<file path="src/rtl/serial_negate_pkg.sv">
// rtl/serial_negate_pkg.sv - shared types and constants for the serial two's complement negator
package serial_negate_pkg;

  typedef enum logic [1:0] {
    IDLE = 2'd0,
    RUN  = 2'd1,
    DONE = 2'd2
  } state_t;

  localparam logic CARRY_RST = 1'b1;

endpackage

</file>
<file path="src/rtl/negate_slice.sv">
// rtl/negate_slice.sv - one-bit negate slice: y = ~a ^ cin, cout = ~a & cin
module negate_slice (
  input  logic a,
  input  logic cin,
  output logic y,
  output logic cout
);

  assign y    = ~a ^ cin;
  assign cout = ~a & cin;

endmodule

</file>
<file path="src/rtl/serial_negate_ctrl.sv">
// rtl/serial_negate_ctrl.sv - bit-serial two's complement sequencer, LSB first, one slice reused WIDTH times
// Optional overflow flag for the most-negative operand is enabled by SERIAL_NEGATE_OVF_EN.
module serial_negate_ctrl
  import serial_negate_pkg::*;
#(
  parameter int WIDTH = 8
) (
  input  logic             clk,
  input  logic             rst_n,
  input  logic             start,
  input  logic [WIDTH-1:0] din,
  output logic             busy,
  output logic             done,
  output logic [WIDTH-1:0] dout
`ifdef SERIAL_NEGATE_OVF_EN
  ,
  output logic             ovf
`endif
);

  localparam int CNT_W = (WIDTH > 1) ? $clog2(WIDTH) : 1;
  localparam logic [CNT_W-1:0] LAST = CNT_W'(WIDTH - 1);

  state_t           state;
  logic [WIDTH-1:0] sr;
  logic [WIDTH-1:0] res;
  logic [CNT_W-1:0] cnt;
  logic             carry;
  logic             slice_y;
  logic             slice_cout;
  logic [WIDTH-1:0] res_next;
`ifdef SERIAL_NEGATE_OVF_EN
  logic             in_msb;
`endif

  negate_slice u_slice (
    .a    (sr[0]),
    .cin  (carry),
    .y    (slice_y),
    .cout (slice_cout)
  );

  // Result bits enter at the top so that after WIDTH shifts the LSB lands in bit 0.
  assign res_next = {slice_y, res[WIDTH-1:1]};

  always_ff @(posedge clk) begin
    if (!rst_n) begin
      state <= IDLE;
      busy  <= 1'b0;
      done  <= 1'b0;
      dout  <= '0;
      sr    <= '0;
      res   <= '0;
      cnt   <= '0;
      carry <= CARRY_RST;
`ifdef SERIAL_NEGATE_OVF_EN
      ovf    <= 1'b0;
      in_msb <= 1'b0;
`endif
    end else begin
      done <= 1'b0;
      case (state)
        IDLE, DONE: begin
          if (start) begin
            sr    <= din;
            carry <= CARRY_RST;
            cnt   <= '0;
            busy  <= 1'b1;
            state <= RUN;
`ifdef SERIAL_NEGATE_OVF_EN
            in_msb <= din[WIDTH-1];
`endif
          end else begin
            state <= IDLE;
          end
        end
        RUN: begin
          carry <= slice_cout;
          res   <= res_next;
          sr    <= sr >> 1;
          if (cnt == LAST) begin
            // Counter parks at LAST; it is reloaded on the next accept.
            dout  <= res_next;
            done  <= 1'b1;
            busy  <= 1'b0;
            state <= DONE;
`ifdef SERIAL_NEGATE_OVF_EN
            ovf <= in_msb & res_next[WIDTH-1];
`endif
          end else begin
            cnt <= cnt + 1'b1;
          end
        end
        default: begin
          busy  <= 1'b0;
          state <= IDLE;
        end
      endcase
    end
  end

endmodule

</file>
<file path="config.mk">
export PLATFORM = sky130hd
export DESIGN_NAME = serial_negate_ctrl
export DESIGN_NICKNAME = d
export VERILOG_FILES = /design/src/rtl/serial_negate_pkg.sv /design/src/rtl/negate_slice.sv /design/src/rtl/serial_negate_ctrl.sv
export SDC_FILE = /design/constraint.sdc
export NUM_CORES = 1
export LEC_CHECK = 0
export ABC_AREA = 0
export CAP_MARGIN = 40
export CELL_PAD_IN_SITES_DETAIL_PLACEMENT = 1
export CELL_PAD_IN_SITES_GLOBAL_PLACEMENT = 1
export CORE_MARGIN = 4
export CORE_UTILIZATION = 34
export DETAILED_ROUTE_END_ITERATION = 12
export PLACE_DENSITY_LB_ADDON = 0.1
export SLEW_MARGIN = 10
export SYNTH_ARGS = -nofsm -noshare
export SYNTH_HDL_FRONTEND = slang
export SYNTH_SLANG_ARGS = --single-unit
</file>
<file path="constraint.sdc">
create_clock -name clk -period 1.31 [get_ports clk]
set_input_delay 0.131 -clock clk [delete_from_list [all_inputs] [get_ports clk]]
set_output_delay 0.131 -clock clk [all_outputs]
set_load 0.02 [all_outputs]
</file>
==> results of run 1 <==
-- final cells by class --
| class | instances | area [um^2] | share of cell area [%] |
|---|---|---|---|
| well taps | 46 | 57.56 | 3.474 |
| flip-flops and latches | 31 | 623.1 | 37.61 |
| multi-input cells | 104 | 616.8 | 37.24 |
| repair buffers | 29 | 267.8 | 16.16 |
| clock inverters | 3 | 15.01 | 0.9063 |
| inverters | 2 | 7.507 | 0.4532 |
| clock buffers | 5 | 68.82 | 4.154 |
-- worst max-delay path, stage by stage, from the launching register on --
cell and delay, ns:
dfxtp_2 0.34, ha_4 0.16, ha_4 0.17, nor3b_4 0.25, nand3b_1 0.14, a21boi_0 0.08
-- flip-flops by register name, indices dropped and copies added, names as in the netlist --
signal,cells
cnt,3
done,1
busy,1
res,7
sr,8
carry,1
dout,8
state,2
-- routing by layer --
layer	routed length (um)	up-vias
met3	149	5
met4	55	0
li1	-	546
met1	1222	516
met5	0	-
met2	1439	21
-- final timing paths --
kind / endpoint
max reg2reg: cnt[2]
min: sr[3]
max: cnt[2]
min reg2reg: dout[6]
-- kinds of logic after synthesis --
family	after synthesis	share of synthesized area [%]
simple gates	65	23.60
fa+ha+maj	3	3.000
flops	31	49.60
compound gates	36	19.00
buf+inv	12	4.800
-- synthesized netlist by cell type --
master,number
buf_6,1
dfxtp_1,31
nand3_1,9
nand3b_1,4
a21boi_1,2
o32ai_1,1
buf_4,1
nor3b_1,1
inv_1,2
a31oi_1,7
nor3_1,1
clkbuf_1,5
nand2_1,40
nor2_1,2
buf_2,3
a21boi_0,16
and2_1,2
and3_1,2
ha_1,3
nand2b_1,2
o21ai_0,10
nor2b_1,2
-- repair_timing --
| action | CTS | global route |
|---|---|---|
| hold buffers | 0 | 0 |
| resized for setup | 14 | 7 |
| buffers inserted | 1 | 0 |
| pin swaps | 2 | 1 |
| setup endpoints to repair | 22 | 17 |
-- cell usage in the layout (no fill, tap or decap) --
cell	count
nor2b_1	1
nor3_1	1
clkinv_2	3
o32ai_2	1
ha_1	1
nand3b_1	4
a21boi_1	3
a31oi_1	7
nor2b_2	1
a21boi_0	15
dfxtp_2	2
nand2_1	40
clkdlybuf4s50_1	10
and2_1	2
dlygate4sd2_1	10
nor3b_4	1
o21ai_1	1
ha_4	2
buf_4	8
nand2b_1	2
clkbuf_8	5
and3_1	2
nand3_1	9
dfxtp_1	29
o21ai_0	9
buf_12	1
inv_1	2
nor2_1	2
-- per-stage QoR --
| step | cell area, um^2 | TNS [ns] | total power (uW) | util (%) |
|---|---|---|---|---|
| 6_report | 1657 | 0 | 1945 | 48.13 |
| 3_3_place_gp | 1534 | -0.06078 | 1223 | 44.57 |
| 5_1_grt | 1657 | -0.1106 | 2049 | 48.13 |
| 2_1_floorplan | 1256 | 0 | 1142 | - |
| 4_1_cts | 1634 | 0 | 1956 | 47.47 |
| 3_5_place_dp | 1534 | -0.5366 | 1234 | 44.57 |
-- power breakdown --
part | internal, uW | leakage (uW) | total (uW) | switching (uW)
clock | 363 | 0.0000477 | 722 | 360
sequential | 980 | 0.000253 | 1000 | 25.0
combinational | 108 | 0.000334 | 218 | 110
==> impl_metrics.prom, run 1 <==
# TYPE chip_impl_metric gauge
chip_impl_info{name="outcome",value="finished clean"} 1
chip_impl_metric{name="timing.max_slew.rel_slack",unit="%"} 83.08
chip_impl_metric{name="number_of_register_bits_inferred_by_synthesis",unit=""} 31
chip_impl_info{name="r2r-start",value="cnt[0]"} 1
chip_impl_metric{name="setup-violations-final",unit=""} 0
chip_impl_metric{name="synth.net_count",unit=""} 161
chip_impl_metric{name="post-synth-top-area-fraction",unit="%"} 49.60
chip_impl_metric{name="syn_area_per_cell",unit="um^2"} 8.512
chip_impl_metric{name="grt.met3_usage",unit="%"} 4.052
chip_impl_metric{name="wire_length_of_the_first_global_routing_pass",unit="mm"} 5.071
chip_impl_metric{name="reg2reg_slack",unit="ns"} 0.06
chip_impl_metric{name="finalNetCount",unit=""} 187
chip_impl_metric{name="port_buffers",unit=""} 20
chip_impl_metric{name="cts_max_level",unit=""} 2
chip_impl_metric{name="leakagePower",unit="uW"} 0.0006352
chip_impl_metric{name="fp.dieH",unit="um"} 68.67
chip_impl_metric{name="globalRouteTotalUtil",unit="%"} 14.77
chip_impl_info{name="min_path_type",value="in2reg"} 1
chip_impl_metric{name="antenna_cells_inserted",unit=""} 0
chip_impl_metric{name="number_of_antenna_violations_at_the_first_check_in_global_routing",unit=""} 0
chip_impl_metric{name="clkLatencyLatePin",unit="ns"} 0.28
chip_impl_info{name="setup.worst_path.end_class",value="flip-flop"} 1
chip_impl_metric{name="fillers",unit=""} 419
chip_impl_metric{name="final.setup.worst_slack",unit="ns"} 0.05931
chip_impl_metric{name="total_power_divided_by_cell_area",unit="nW/um^2"} 1174
chip_impl_metric{name="grt.overflow.total",unit=""} 0
chip_impl_metric{name="finalHoldWorstSlack",unit="ns"} 0.4137
chip_impl_metric{name="syn_to_final_growth",unit="%"} 32.40
chip_impl_metric{name="routabilityCongestion",unit=""} 0.7681
chip_impl_metric{name="grt_start_max_net_pins",unit=""} 24
chip_impl_metric{name="placement.setup.worst_slack",unit="ns"} -0.08129
chip_impl_metric{name="start_util",unit="%"} 36.35
chip_impl_metric{name="netlist-cell-type-count",unit=""} 22
chip_impl_metric{name="timing_hold_violations_final",unit=""} 0
chip_impl_metric{name="worst_slew_pin_slew",unit="ns"} 0.2511
chip_impl_metric{name="period_share",unit="%"} 95.47
chip_impl_metric{name="worst_setup_hold_path_clk_slew",unit="ns"} 0.07
chip_impl_metric{name="reg2reg_depth",unit=""} 5
chip_impl_metric{name="vias",unit=""} 1088
chip_impl_info{name="path_class",value="reg2reg"} 1
chip_impl_metric{name="met2_usage",unit="%"} 26.34
chip_impl_metric{name="floorplan.die.width",unit="um"} 68.67
chip_impl_metric{name="yosys_warnings",unit=""} 0
chip_impl_info{name="ctsRootBufferMaster",value="clkbuf_8"} 1
chip_impl_metric{name="synth_sequential_area_ratio",unit="%"} 49.60
chip_impl_metric{name="worst_clock_skew",unit="ns"} 0.003043
chip_impl_metric{name="clockBufferDepth",unit=""} 2
chip_impl_metric{name="drc",unit=""} 0
chip_impl_info{name="synth.area.top_cells",value="dfxtp_1 50%, nand2_1 12%, a21boi_0 9.6%, o21ai_0 4.0%, nand3_1 3.6%"} 1
chip_impl_metric{name="worst-path-max-fanout",unit=""} 5
chip_impl_metric{name="number_of_global_route_vias_before_repair",unit=""} 1151
chip_impl_metric{name="avgRoutedWirePerCell",unit="um"} 13.02
chip_impl_metric{name="ios",unit=""} 21
chip_impl_metric{name="period_minus_slack",unit="ns"} 1.251
chip_impl_metric{name="min_delay_path_depth",unit=""} 3
chip_impl_metric{name="fp.dieArea",unit="um^2"} 4715
chip_impl_metric{name="area_of_the_mapped_netlist",unit="um^2"} 1251
chip_impl_info{name="grt-busiest-layer",value="met2"} 1
chip_impl_metric{name="critical_path_required",unit="ns"} 1.48
chip_impl_info{name="clock_tree_from_tritoncts",value="done"} 1
chip_impl_metric{name="postSynthCellCount",unit=""} 147
chip_impl_metric{name="placeableCoreArea",unit="um^2"} 3442
chip_impl_metric{name="layout.cells.non_filler",unit=""} 220
chip_impl_info{name="crit_start",value="cnt[0]"} 1
chip_impl_metric{name="placementRows",unit=""} 21
chip_impl_metric{name="place.detailed.instances",unit=""} 211
chip_impl_metric{name="max_freq",unit="MHz"} 799.6
chip_impl_metric{name="hpwlAfterDp",unit="mm"} 1.994
chip_impl_metric{name="wl",unit="mm"} 2.865
chip_impl_info{name="critPathLaunchType",value="flip-flop"} 1
chip_impl_info{name="rsz_0062_raised_after_global_routing",value="true"} 1
chip_impl_metric{name="drt-vias-per-instance",unit=""} 4.945
chip_impl_info{name="yosysTopAreaCell",value="dfxtp_1"} 1
chip_impl_metric{name="drtIter0Drc",unit=""} 21
chip_impl_metric{name="first_pass_iters",unit=""} 4
chip_impl_metric{name="cts-buffers-inserted",unit=""} 5
chip_impl_metric{name="grt_util_met1",unit="%"} 15.79
chip_impl_metric{name="ant_nets",unit=""} 0
chip_impl_metric{name="drive_gt1_share",unit="%"} 13.79
chip_impl_metric{name="timing.critical_path.arrival",unit="ns"} 1.42
chip_impl_metric{name="report.final.slew_viol_count",unit=""} 0
chip_impl_metric{name="vdd_drop_max",unit="mV"} 0.5434
chip_impl_info{name="hold_path.startpoint",value="din[3]"} 1
chip_impl_metric{name="cts_sinks",unit=""} 31
chip_impl_metric{name="drv.max_cap_violation_count",unit=""} 0
(Power assumes the default switching activity.)
==> run 2, diff against run 1 <==
Settings changed: CORE_UTILIZATION 34 to 38, MAX_ROUTING_LAYER set to met4.
Clock period 1.31 ns to 1.3 ns, I/O delays scaled along.
==> run 2 against run 1 <==
Against the previous run:
- wire length shrank 3.0%
- first-iteration DRC count up 120%
- non-clock buffer count rose by 1
- register-to-register slack worse by 0.03 ns
- largest cell class unchanged
==> impl_metrics.prom, run 2 (synthesis gave the netlist of run 1 again) <==
# TYPE chip_impl_metric gauge
chip_impl_info{name="rsz_0062_raised_after_global_routing",value="true"} 1
chip_impl_metric{name="worst-path-max-fanout",unit=""} 5
chip_impl_metric{name="start_util",unit="%"} 40.32
chip_impl_metric{name="critical_path_required",unit="ns"} 1.52
chip_impl_metric{name="pwr-share-clk",unit="%"} 34.3
chip_impl_metric{name="post-layout-total-power",unit="uW"} 1871
chip_impl_metric{name="finalNetCount",unit=""} 188
chip_impl_metric{name="period_minus_slack",unit="ns"} 1.272
chip_impl_metric{name="power_switching_share",unit="%"} 24.31
chip_impl_metric{name="layout.cells.non_filler",unit=""} 219
chip_impl_metric{name="drt-vias-per-instance",unit=""} 4.918
chip_impl_metric{name="worst_clock_skew",unit="ns"} 0.004575
chip_impl_info{name="layout_commonest_cell",value="nand2_1"} 1
chip_impl_metric{name="fp.dieArea",unit="um^2"} 4275
chip_impl_info{name="commonest_non_fill_non_tap_cells_in_the_layout",value="40 x nand2_1, 27 x dfxtp_1"} 1
chip_impl_metric{name="fp.dieH",unit="um"} 65.38
chip_impl_info{name="ctsRootBufferMaster",value="clkbuf_4"} 1
chip_impl_info{name="path_class",value="reg2reg"} 1
chip_impl_metric{name="max_freq",unit="MHz"} 786.3
chip_impl_metric{name="vias",unit=""} 1077
chip_impl_metric{name="wl",unit="mm"} 2.780
chip_impl_metric{name="first_pass_iters",unit=""} 4
chip_impl_metric{name="placementRows",unit=""} 20
chip_impl_metric{name="clockBufferDepth",unit=""} 2
chip_impl_metric{name="ios",unit=""} 21
chip_impl_metric{name="timing_hold_violations_final",unit=""} 0
chip_impl_info{name="slowest_stage",value="dfxtp_2"} 1
chip_impl_metric{name="report.final.slew_viol_count",unit=""} 0
chip_impl_info{name="clock_tree_from_tritoncts",value="done"} 1
chip_impl_info{name="outcome",value="finished clean"} 1
chip_impl_metric{name="grt_start_max_net_pins",unit=""} 33
chip_impl_metric{name="post-route-util",unit="%"} 53.27
chip_impl_metric{name="number_of_global_route_vias_before_repair",unit=""} 1163
chip_impl_metric{name="total_power_divided_by_cell_area",unit="nW/um^2"} 1132
chip_impl_metric{name="drc",unit=""} 0
chip_impl_metric{name="port_buffers",unit=""} 20
chip_impl_info{name="timing.critical_path.mode_cell",value="ha_4"} 1
chip_impl_metric{name="place.detailed.instances",unit=""} 211
chip_impl_metric{name="setup-violations-final",unit=""} 0
chip_impl_metric{name="power_frac_comb",unit="%"} 11.8
chip_impl_metric{name="min_delay_path_depth",unit=""} 3
chip_impl_metric{name="fillers",unit=""} 385
chip_impl_metric{name="worst_setup_hold_path_clk_slew",unit="ns"} 0.10
chip_impl_metric{name="timing.critical_path.arrival",unit="ns"} 1.49
chip_impl_metric{name="drtIter0Drc",unit=""} 47
chip_impl_metric{name="postCtsSetupRepairBufs",unit=""} 0
chip_impl_metric{name="net-switching-power",unit="uW"} 454.8
chip_impl_metric{name="timing.max_slew.rel_slack",unit="%"} 80.81
chip_impl_metric{name="number_of_antenna_violations_at_the_first_check_in_global_routing",unit=""} 0
chip_impl_metric{name="cts-buffers-inserted",unit=""} 5
chip_impl_metric{name="syn_to_final_growth",unit="%"} 32.10
chip_impl_metric{name="placement.setup.worst_slack",unit="ns"} -0.1439
chip_impl_metric{name="leakagePower",unit="uW"} 0.0006368
chip_impl_metric{name="cts_sinks",unit=""} 31
chip_impl_info{name="critPathLaunchType",value="flip-flop"} 1
chip_impl_metric{name="drv.max_cap_violation_count",unit=""} 0
chip_impl_metric{name="antenna_cells_inserted",unit=""} 0
chip_impl_info{name="min_path_type",value="in2reg"} 1
chip_impl_metric{name="floorplan.die.width",unit="um"} 65.38
chip_impl_metric{name="period_share",unit="%"} 97.83
chip_impl_metric{name="cts_max_level",unit=""} 2
chip_impl_metric{name="drive_gt1_share",unit="%"} 15.43
chip_impl_metric{name="postCtsHoldBufs",unit=""} 0
chip_impl_metric{name="reg2reg_depth",unit=""} 5
chip_impl_info{name="critical_path.cell_chain",value="ha_4 > ha_4 > nor3b_4 > nand3b_1 > a21boi_1"} 1
chip_impl_metric{name="grt.overflow.total",unit=""} 0
chip_impl_metric{name="placeableCoreArea",unit="um^2"} 3103
chip_impl_metric{name="ant_nets",unit=""} 0
chip_impl_metric{name="clkLatencyLatePin",unit="ns"} 0.33
chip_impl_metric{name="routabilityCongestion",unit=""} 0.7493
chip_impl_metric{name="vdd_drop_max",unit="mV"} 0.5577
chip_impl_info{name="setup.worst_path.end_class",value="flip-flop"} 1
chip_impl_metric{name="hpwlAfterDp",unit="mm"} 1.929
chip_impl_metric{name="final.setup.worst_slack",unit="ns"} 0.02820
chip_impl_metric{name="seqPwrFrac",unit="%"} 53.9
chip_impl_info{name="biggestRegsByFlops",value="dout: 8 flops, sr: 8 flops, res: 7 flops"} 1
chip_impl_metric{name="cell_internal_pwr",unit="uW"} 1416
chip_impl_metric{name="setup_tns",unit="ns"} 0
chip_impl_metric{name="globalRouteTotalUtil",unit="%"} 16.19
chip_impl_metric{name="worst_slew_pin_slew",unit="ns"} 0.2869
chip_impl_metric{name="avgRoutedWirePerCell",unit="um"} 12.69
chip_impl_metric{name="wire_length_of_the_first_global_routing_pass",unit="mm"} 5.161
chip_impl_metric{name="crit_path_max_incr_delay",unit="ns"} 0.35
-- run 2: changes by cell type in the layout (fill, tap and decap cells not counted), moves of 2 or more --
cell      delta
a21boi_0     -8
a21boi_1     +7
clkbuf_4     +5
clkbuf_8     -3
clkinv_2     -3
dfxtp_1      -2
dfxtp_2      +2
-- run 2: critical path, delay by kind of cell, from the launching register on --
family | cells | cell delay, ns
compound gates | 1 | 0.07
flops | 1 | 0.35
fa+ha+maj | 2 | 0.34
simple gates | 2 | 0.42
-- run 2: final cells by class --
cell class              count  area [um^2]  share of cell area (%)
clock buffers               8        68.82                   4.164
multi-input cells         104        620.6                   37.55
well taps                  44        55.05                   3.331
inverters                   2        7.507                  0.4542
flip-flops and latches     31        625.6                   37.85
repair buffers             30        275.3                   16.65
-- run 2: path summary, 6_finish.rpt --
check                 end  slack [ns]  startpoint
hold reg to reg   dout[3]        0.46     dout[3]
setup reg to reg   cnt[1]        0.03      cnt[0]
hold / removal      sr[1]        0.36      din[1]
setup / recovery   cnt[1]        0.03      cnt[0]
-- run 2: per-layer routing --
metal  GRT usage, %  part of all wire, %
met1          18.45                   48
met2          26.04                   46
met3          4.274                  4.0
met4          8.549                  2.4
met5              -                    0
-- run 2: timing repair --
| action | 4_1_cts | 5_1_grt |
|---|---|---|
| setup endpoints to repair | 23 | 17 |
| pin swaps | 1 | 7 |
| gates resized for setup | 17 | 14 |
-- run 2: power by group through the flow --
stage | registers, uW | clock network, uW | logic (uW)
floorplan | 1030 | 0 | 123
global placement | 1020 | 0 | 208
detailed placement | 1030 | 0 | 215
CTS | 1010 | 671 | 218
global route | 1010 | 722 | 251
finish | 1010 | 642 | 221
-- run 2: stage by stage --
stage | hold slack, ns | instance area [um^2]
after CTS | 0.3474 | 1635
after global placement | 0.4495 | 1546
after floorplan | 0.2749 | 1256
after detailed placement | 0.4564 | 1546
final | 0.3581 | 1653
after global routing | 0.3553 | 1653
==> run 3, diff against run 2 <==
Settings changed: ABC_CLOCK_PERIOD_IN_PS set to 1300, RECOVER_POWER set to 25.
==> results of run 3 <==
No change in the layout: final DEF, timing and power equal those of run 2.
